`config.mk`:
```
export PLATFORM = sky130hd
export DESIGN_NAME = apb_rr_arbiter
export DESIGN_NICKNAME = d
export VERILOG_FILES = /design/src/rtl/apb_rr_arbiter.sv
export SDC_FILE = /design/constraint.sdc
export NUM_CORES = 1
export LEC_CHECK = 0
export BUFFER_PORTS_ARGS = -buffer_cell sky130_fd_sc_hd__buf_2
export CORE_ASPECT_RATIO = 0.75
export CORE_MARGIN = 3
export CORE_UTILIZATION = 35
export DETAILED_ROUTE_END_ITERATION = 8
export PLACE_DENSITY = 0.66
export SYNTH_ARGS = -nofsm -noshare
export SYNTH_HDL_FRONTEND = slang
export SYNTH_SLANG_ARGS = --single-unit
```
`constraint.sdc`:
```
create_clock -name PCLK -period 3.1 [get_ports PCLK]
set_clock_uncertainty 0.05 [all_clocks]
set_input_delay 0.31 -clock PCLK [delete_from_list [all_inputs] [get_ports PCLK]]
set_output_delay 0.31 -clock PCLK [all_outputs]
set_load 0.01 [all_outputs]
```
`src/rtl/apb_rr_arbiter.sv`:
```
// Round-robin front end that lets NREQ requesters share a single APB completer.
// The winner's fields are latched on grant, then one SETUP/ACCESS transfer runs with an optional timeout.
module apb_rr_arbiter #(
  parameter int NREQ    = 2,
  parameter int ADDR_W  = 32,
  parameter int DATA_W  = 32,
  parameter int TIMEOUT = 16
) (
  input  logic                     PCLK,
  input  logic                     PRESET,
  input  logic [NREQ-1:0]          req,
  input  logic [NREQ-1:0]          req_write,
  input  logic [NREQ*ADDR_W-1:0]   req_addr,
  input  logic [NREQ*DATA_W-1:0]   req_wdata,
  output logic [NREQ-1:0]          gnt,
  output logic [NREQ-1:0]          done,
  output logic [DATA_W-1:0]        rdata,
  output logic                     err,
  output logic                     PSEL,
  output logic                     PENABLE,
  output logic                     PWRITE,
  output logic [ADDR_W-1:0]        PADDR,
  output logic [DATA_W-1:0]        PWDATA,
  input  logic [DATA_W-1:0]        PRDATA,
  input  logic                     PREADY
);

  localparam int PTR_W = (NREQ > 1) ? $clog2(NREQ) : 1;
  localparam int CNT_W = (TIMEOUT > 0) ? $clog2(TIMEOUT + 1) : 1;
  // Abort happens on the edge that would make the wait count equal TIMEOUT.
  localparam logic [CNT_W-1:0] CNT_LAST = (TIMEOUT > 0) ? CNT_W'(TIMEOUT - 1) : '0;

  typedef enum logic [1:0] {
    ST_IDLE,
    ST_SETUP,
    ST_ACCESS
  } state_t;

  state_t              r_state;
  logic [PTR_W-1:0]    r_ptr;
  logic [NREQ-1:0]     r_owner_oh;
  logic [CNT_W-1:0]    r_wait_cnt;
  logic [NREQ-1:0]     r_gnt;
  logic [NREQ-1:0]     r_done;
  logic [DATA_W-1:0]   r_rdata;
  logic                r_err;
  logic                r_psel;
  logic                r_penable;
  logic                r_pwrite;
  logic [ADDR_W-1:0]   r_paddr;
  logic [DATA_W-1:0]   r_pwdata;

  logic [ADDR_W-1:0]   w_addr  [NREQ];
  logic [DATA_W-1:0]   w_wdata [NREQ];
  logic                w_any;
  logic [PTR_W-1:0]    w_win_idx;
  logic [PTR_W-1:0]    w_cand;
  logic [PTR_W-1:0]    w_ptr_next;
  logic [NREQ-1:0]     w_win_oh;

  generate
    for (genvar gi = 0; gi < NREQ; gi++) begin : g_unpack
      assign w_addr[gi]  = req_addr[gi*ADDR_W +: ADDR_W];
      assign w_wdata[gi] = req_wdata[gi*DATA_W +: DATA_W];
    end
  endgenerate

  // Scan downward so the candidate closest to r_ptr is the last to overwrite the winner.
  always_comb begin
    w_any     = 1'b0;
    w_win_idx = '0;
    w_cand    = '0;
    for (int k = NREQ - 1; k >= 0; k--) begin
      w_cand = PTR_W'((int'(r_ptr) + k) % NREQ);
      if (req[w_cand]) begin
        w_any     = 1'b1;
        w_win_idx = w_cand;
      end
    end
  end

  assign w_win_oh   = {{(NREQ-1){1'b0}}, 1'b1} << w_win_idx;
  assign w_ptr_next = (w_win_idx == PTR_W'(NREQ - 1)) ? '0 : w_win_idx + 1'b1;

  always_ff @(posedge PCLK or negedge PRESET) begin
    if (!PRESET) begin
      r_state    <= ST_IDLE;
      r_ptr      <= '0;
      r_owner_oh <= '0;
      r_wait_cnt <= '0;
      r_gnt      <= '0;
      r_done     <= '0;
      r_rdata    <= '0;
      r_err      <= 1'b0;
      r_psel     <= 1'b0;
      r_penable  <= 1'b0;
      r_pwrite   <= 1'b0;
      r_paddr    <= '0;
      r_pwdata   <= '0;
    end else begin
      r_gnt  <= '0;
      r_done <= '0;
      case (r_state)
        ST_IDLE: begin
          if (w_any) begin
            r_owner_oh <= w_win_oh;
            r_gnt      <= w_win_oh;
            r_ptr      <= w_ptr_next;
            r_pwrite   <= req_write[w_win_idx];
            r_paddr    <= w_addr[w_win_idx];
            r_pwdata   <= w_wdata[w_win_idx];
            r_psel     <= 1'b1;
            r_penable  <= 1'b0;
            r_wait_cnt <= '0;
            r_state    <= ST_SETUP;
          end
        end
        ST_SETUP: begin
          r_penable <= 1'b1;
          r_state   <= ST_ACCESS;
        end
        ST_ACCESS: begin
          if (PREADY) begin
            r_psel    <= 1'b0;
            r_penable <= 1'b0;
            r_done    <= r_owner_oh;
            r_err     <= 1'b0;
            if (!r_pwrite) begin
              r_rdata <= PRDATA;
            end
            r_state   <= ST_IDLE;
          end else if ((TIMEOUT != 0) && (r_wait_cnt == CNT_LAST)) begin
            r_psel    <= 1'b0;
            r_penable <= 1'b0;
            r_done    <= r_owner_oh;
            r_err     <= 1'b1;
            r_state   <= ST_IDLE;
          end else begin
            r_wait_cnt <= r_wait_cnt + 1'b1;
          end
        end
        default: begin
          r_psel    <= 1'b0;
          r_penable <= 1'b0;
          r_state   <= ST_IDLE;
        end
      endcase
    end
  end

  assign gnt     = r_gnt;
  assign done    = r_done;
  assign rdata   = r_rdata;
  assign err     = r_err;
  assign PSEL    = r_psel;
  assign PENABLE = r_penable;
  assign PWRITE  = r_pwrite;
  assign PADDR   = r_paddr;
  assign PWDATA  = r_pwdata;

endmodule

```
==> results of run 1 <==
## power by group through the flow
stage	combinational, mW	clock, mW	sequential, mW
6_report	2.76	1.89	2.58
5_1_grt	3.01	2.01	2.66
4_1_cts	2.80	1.93	2.57
3_5_place_dp	2.81	0	2.56
3_3_place_gp	2.73	0	2.56
2_1_floorplan	1.35	0	2.83
## state kept, by name, indices dropped and copies added, names as in the netlist, 2 cells and up
name / flops
done: 2
r_state: 2
r_wait_cnt: 5
PWDATA: 32
PADDR: 32
r_owner_oh: 2
gnt: 2
rdata: 32
## cell usage in the layout, fill, tap and decap left out, drive strengths merged, types with 4 or more instances in the layout
cell | synthesis | routed
nand3 | 11 | 11
a21boi | 55 | 55
clkbuf | 19 | 19
clkinvlp | 0 | 6
buf | 15 | 277
inv | 5 | 6
a21oi | 16 | 16
a31oi | 10 | 10
nand2 | 6 | 6
o21ai | 16 | 16
dfrtp | 113 | 113
a221o | 55 | 55
nor2 | 5 | 5
clkinv | 0 | 4
mux2 | 33 | 33
## worst reg2reg max path: stages, from the launching register on
cell	delay (ns)
dfrtp_1	0.41
ha_1	0.22
and3_1	0.18
ha_1	0.22
or4b_1	0.60
o21ai_0	0.20
mux2_2	0.39
## how the worst max path moves through the flow
stage / to / start / slack (ns)
5_1_grt: r_wait_cnt[4] / r_wait_cnt[0] / 0.63
3_3_place_gp: r_wait_cnt[4] / r_wait_cnt[0] / 0.82
6_report: r_wait_cnt[4] / r_wait_cnt[0] / 0.71
3_5_place_dp: r_wait_cnt[4] / r_wait_cnt[0] / 0.76
4_1_cts: r_wait_cnt[4] / r_wait_cnt[0] / 0.70
2_1_floorplan: r_wait_cnt[4] / r_wait_cnt[0] / 0.90
## metal layers
layer	up-vias	share of wire [%]
met2	210	47
met1	2089	43
met3	11	9.0
li1	1987	-
met5	-	0
met4	0	0.74
## through the flow
stage | utilization [%] | power [mW]
2_1_floorplan | - | 4.18
3_3_place_gp | 47.9 | 5.29
3_5_place_dp | 47.9 | 5.37
4_1_cts | 52.4 | 7.31
5_1_grt | 52.4 | 7.67
6_report | 52.4 | 7.22
## logic make-up after synthesis
family | share of synthesized area [%]
DFF | 58.7
buffers and inverters | 3.40
and+or+nand+nor | 4.29
adders and majority gates | 0.520
AOI/OAI and AO/OA | 24.9
muxes | 8.13
## final cells by class
class                           instances  area (um2)
Fill cell                            1153        6280
Tap cell                              171         214
Timing Repair Buffer                  278        1430
Sequential cell                       113        2830
Clock inverter                         13         138
Clock buffer                           19         443
Inverter                                5        18.8
Multi-Input combinational cell        228        1850
==> results_dict.tcl, run 1 <==
set metrics [dict create \
    outcome "finished clean" \
    cts_resized 0 \
    crit_chain "ha_1 > and3_1 > ha_1 > or4b_1 > o21ai_0 > mux2_2" \
    met1_usage_pct 23.9 \
    leakagePower_nw 3.42 \
    end_kind "flip-flop" \
    cts_tree "yes" \
    worstMarginPinSlew_ns 1.15 \
    timing.final.crit_share_pct 77.0 \
    rows 36 \
    crit_required_ns 3.33 \
    io_buffers 270 \
    min_path_cells 2 \
    reg2regPathDepth 6 \
    start_util_pct 36.5 \
    combinationalPowerShare_pct 38.2 \
    r2r_end "r_wait_cnt[4]" \
    clkLatencyLatePin_ns 0.40 \
    path_delay_family "simple AND/OR/NAND/NOR gates" \
    hold_class "input pin to flip-flop" \
    coreArea_um2 13200 \
    drive_above_1_share_pct 52.9 \
    cts.clk_slew.worst_paths_ns 0.06 \
    r2r_slack_ns 0.71 \
    fmax_ghz 0.419 \
    slowest_delay_ns 0.60 \
    cts.path.max_buffers 2 \
    clock_sinks 113 \
    r2r-start "r_wait_cnt[0]" \
    drcViolationCount 0 \
    p_clk_share_pct 26.2 \
    syn_area_per_cell_um2 12.7 \
    syn-instance-count 380 \
    cts_buffers 17 \
    power_density_nw_per_um2 1040 \
    worstSetupPathType "flip-flop to flip-flop" \
    fin_crit_ns 2.39 \
    synthArstFlopShare_pct 100 \
    cts-hold-fix-buffers 1 \
    grt_pass1_wl_mm 22.3 \
    ys_types 27 \
    pin_count 271 \
    setup_viol 0 \
    ir_worst_vdd_uv 573 \
    fin_setup_tns_ns 0 \
    slew_violations 0 \
    pwr-share-seq_pct 35.7 \
    syn_nets 549 \
    fin_ws_ns 0.714 \
    grt_remaining_overflow 0 \
    hold_viol 0 \
    drtAntennaViolNets 0 \
    met3_usage_pct 6.66 \
    ys_seq_elements 113 \
    cp_slowest_cell "or4b_1" \
    synth_top_area_share_pct 58.7 \
    synth_top_area_cell "dfrtp_1" \
    seq_area_frac_synth_pct 58.7 \
    worst-path-buf-inv 0 \
    die-width_um 141 \
    grt_busiest_layer "met2" \
    drv_cap 0 \
    fin_cells 827 \
    gp_congestion 0.851 \
    netSwitchingPower_mw 2.53 \
    hp-start "req_wdata[3]" \
    maxSlewHeadroom_pct 23.5 \
    swShare_pct 35.0 \
    synth.most_common_cell "dfrtp_1" \
    cp.depth 6 \
    synth_warnings 0 \
    synth_edf_count 0 \
    die_h_um 108 \
    setup.worst_path.start_class "flip-flop" \
    detail_route.wl_per_cell_um 17.7 \
    grt_setup_unrepaired "no" \
    vias 4297 \
    synth_common_cells "dfrtp_1 (113), a21boi_0 (55), a221o_1 (55)" \
    grtUsageMet2_pct 30.5 \
    whs_endpoint "PWDATA[3]" \
    syn_area_um2 4820 \
    placedCellCount 794 \
    place_ws_ns 0.756 \
    fin_area_um2 6920 \
    whs_ns 0.0832 \
    vias_per_cell 5.20 \
    cts-root-buf "clkbuf_16" \
    grt.total_usage_pct 18.7 \
    synthTopCellsByArea "dfrtp_1 (59%), a221o_1 (11%), a21boi_0 (8.6%)" \
    cts_htree_levels 4 \
    cts_setup_buffers 0 \
    dieArea_um2 15200 \
    antenna_found_initial 0 \
    placed_area_um2 6320 \
    critPathMaxFanout 5 \
    crit_top_cell "ha_1" \
    routed_wl_mm 14.7 \
    ys.flop_type "dfrtp_1" \
    drt_iter0_drc 199 \
    internal_power_mw 4.69 \
    diodes 0 \
    drt_pre_antenna_iters 5 \
    cp.arrival_ns 2.61 \
    grt_max_degree 68 \
    grt_pass1_vias 4346 \
    nNetsFinal 812 \
    area_growth_syn_to_layout_pct 43.6 \
    hpwlAfterDp_mm 10.4 \
]
Note: power is estimated with default switching activity, not from simulation.
==> run 2, diff against run 1 <==
- clock period: 3.1 -> 2.3 ns (I/O delays scaled with it)
==> run 2 against run 1 <==
Compared with the run above:
- final area increased by 12%
- clock power increased by 30%
- via count grew 8.1%
- maximum frequency increased by 7.0%
- sequential power up 34%
- worst hold slack worse by 0.068 ns
- critical endpoint unchanged
- highest routed layer unchanged
- register-to-register slack got worse by 0.64 ns
- final cell count rose by 9.7%
- sequential cell count is the same
- global-route usage increased by 2.1 points
- largest power group unchanged
- worst setup slack got worse by 0.64 ns
==> results_dict.tcl, run 2 (same netlist as run 1, synthesis figures left out) <==
set metrics [dict create \
    r2r_slack_ns 0.07 \
    cts_htree_levels 4 \
    critPathMaxFanout 5 \
    worstSetupPathType "flip-flop to flip-flop" \
    nNetsFinal 892 \
    cts_buffers 17 \
    hold_class "input pin to flip-flop" \
    hpwlAfterDp_mm 10.7 \
    dieArea_um2 15200 \
    layout_common_cells "buf_2 (269), dfrtp_1 (113), dlygate4sd3_1 (75)" \
    drive_above_1_share_pct 48.2 \
    die_h_um 108 \
    cts-root-buf "clkbuf_16" \
    clkLatencyLatePin_ns 0.40 \
    grt.total_usage_pct 20.8 \
    drcViolationCount 0 \
    min_path_cells 2 \
    power_density_nw_per_um2 1290 \
    detail_route.wl_per_cell_um 17.6 \
    ir_worst_vdd_uv 784 \
    gp_congestion 0.815 \
    r2r_end "r_wait_cnt[4]" \
    swShare_pct 35.4 \
    worstSetupStartpoint "r_wait_cnt[0]" \
    end_kind "flip-flop" \
    start_util_pct 36.5 \
    timing.final.crit_share_pct 96.9 \
    antenna_found_initial 0 \
    clock_sinks 113 \
    setup.worst_path.start_class "flip-flop" \
    combinationalPowerShare_pct 40.8 \
    hp-start "req_wdata[59]" \
    drt_pre_antenna_iters 4 \
    area_growth_syn_to_layout_pct 60.1 \
    r2r-start "r_wait_cnt[0]" \
    vias_per_cell 5.12 \
    netSwitchingPower_mw 3.53 \
    hold_viol 0 \
    whs_endpoint "PWDATA[27]" \
    leakagePower_nw 3.76 \
    cts_tree "yes" \
    pin_count 271 \
    crit_required_ns 2.54 \
    worstMarginPinSlew_ns 0.668 \
    internal_power_mw 6.44 \
    diodes 0 \
    grt_pass1_wl_mm 25.0 \
    pwr-share-seq_pct 34.7 \
    die-width_um 141 \
    final_common_cell "buf_2" \
    io_buffers 270 \
    placed_area_um2 6390 \
    reg2regPathDepth 6 \
    p_clk_share_pct 24.6 \
    fmax_ghz 0.449 \
    final_util_pct 58.4 \
    routed_wl_mm 15.9 \
    maxSlewHeadroom_pct 55.5 \
    outcome "finished clean" \
    drv_cap 0 \
    cts.clk_slew.worst_paths_ns 0.05 \
    fin_crit_ns 2.23 \
    coreArea_um2 13200 \
    cts.path.max_buffers 2 \
    rows 36 \
    grt_pass1_vias 4855 \
    slew_violations 0 \
    drtAntennaViolNets 0 \
    vias 4646 \
    setup_viol 0 \
    cp.arrival_ns 2.46 \
    drt_iter0_drc 194 \
    grt_remaining_overflow 0 \
    grt_max_degree 58 \
    fin_area_um2 7710 \
]
## run 2: changes by cell type in the layout (fill, tap and decap cells not counted)
cell           change
dlygate4sd3_1     +74
clkinv_2           +1
buf_6              +1
bufinv_16          -1
buf_4              +3
o21ai_0            -1
clkinv_4           -1
inv_6              +1
or4b_1             -1
a21oi_2            +1
o21ai_1            +1
a21oi_1            -1
buf_12             +2
or4b_4             +1
## run 2: layout make-up
| type | count | area [um2] |
|---|---|---|
| clock buffer | 19 | 443 |
| clock inverter | 13 | 113 |
| fill | 1073 | 5490 |
| inverter | 5 | 18.8 |
| multi-input combinational | 228 | 1850 |
| sequential | 113 | 2830 |
| tap | 171 | 214 |
| timing repair buffer | 358 | 2240 |
## run 2: worst max path at each step
stage / end / slack (ns) / cells past startpoint
after floorplan: r_wait_cnt[4] / 0.10 / 6
after global placement: r_wait_cnt[4] / 0.06 / 6
after detailed placement: r_wait_cnt[4] / 0.01 / 6
after CTS: r_wait_cnt[4] / 0.002 / 6
after global routing: PWDATA[29] / -0.0008 / 5
final: r_wait_cnt[4] / 0.07 / 6
## run 2: critical path, cell delays in order (launching register included)
cell and delay, ns:
dfrtp_1 0.40, ha_1 0.22, and3_1 0.18, ha_1 0.18, or4b_4 0.55, o21ai_1 0.16, mux2_2 0.36
## run 2: power by group through the flow
stage               sequential, mW  clock (mW)  combinational [mW]
floorplan                     3.82           0                1.82
global placement              3.43           0                3.76
detailed placement            3.44           0                3.87
CTS                           3.44        2.51                4.06
global route                  3.56        2.60                4.43
finish                        3.45        2.45                4.07
## run 2: repair_timing
action,4_1_cts,5_1_grt
endpoints found under the setup margin,0,3
gates resized for setup,0,4
hold buffers,75,0
hold endpoints to repair,102,0
buffers inserted,0,0
## run 2: layer usage
layer	GRT usage (%)	wire length (um)	up-vias
li1	-	-	2147
met1	26.3	6590	2231
met2	33.5	7620	236
met3	6.79	1390	32
met4	7.53	318	0
met5	0	0	-
## run 2: metrics by stage
| stage | cells | TNS, ns | setup slack [ns] | power, mW | hold slack, ns |
|---|---|---|---|---|---|
| 6_report | 907 | 0 | 0.0709 | 9.97 | 0.0155 |
| 5_1_grt | 907 | -0.000768 | -0.000768 | 10.6 | 0.00151 |
| 4_1_cts | 907 | 0 | 0.00152 | 10.0 | 0.0000491 |
| 3_5_place_dp | 800 | 0 | 0.0115 | 7.31 | 0.249 |
| 3_3_place_gp | 800 | 0 | 0.0573 | 7.19 | 0.248 |
| 2_1_floorplan | 380 | 0 | 0.101 | 5.64 | -0.116 |
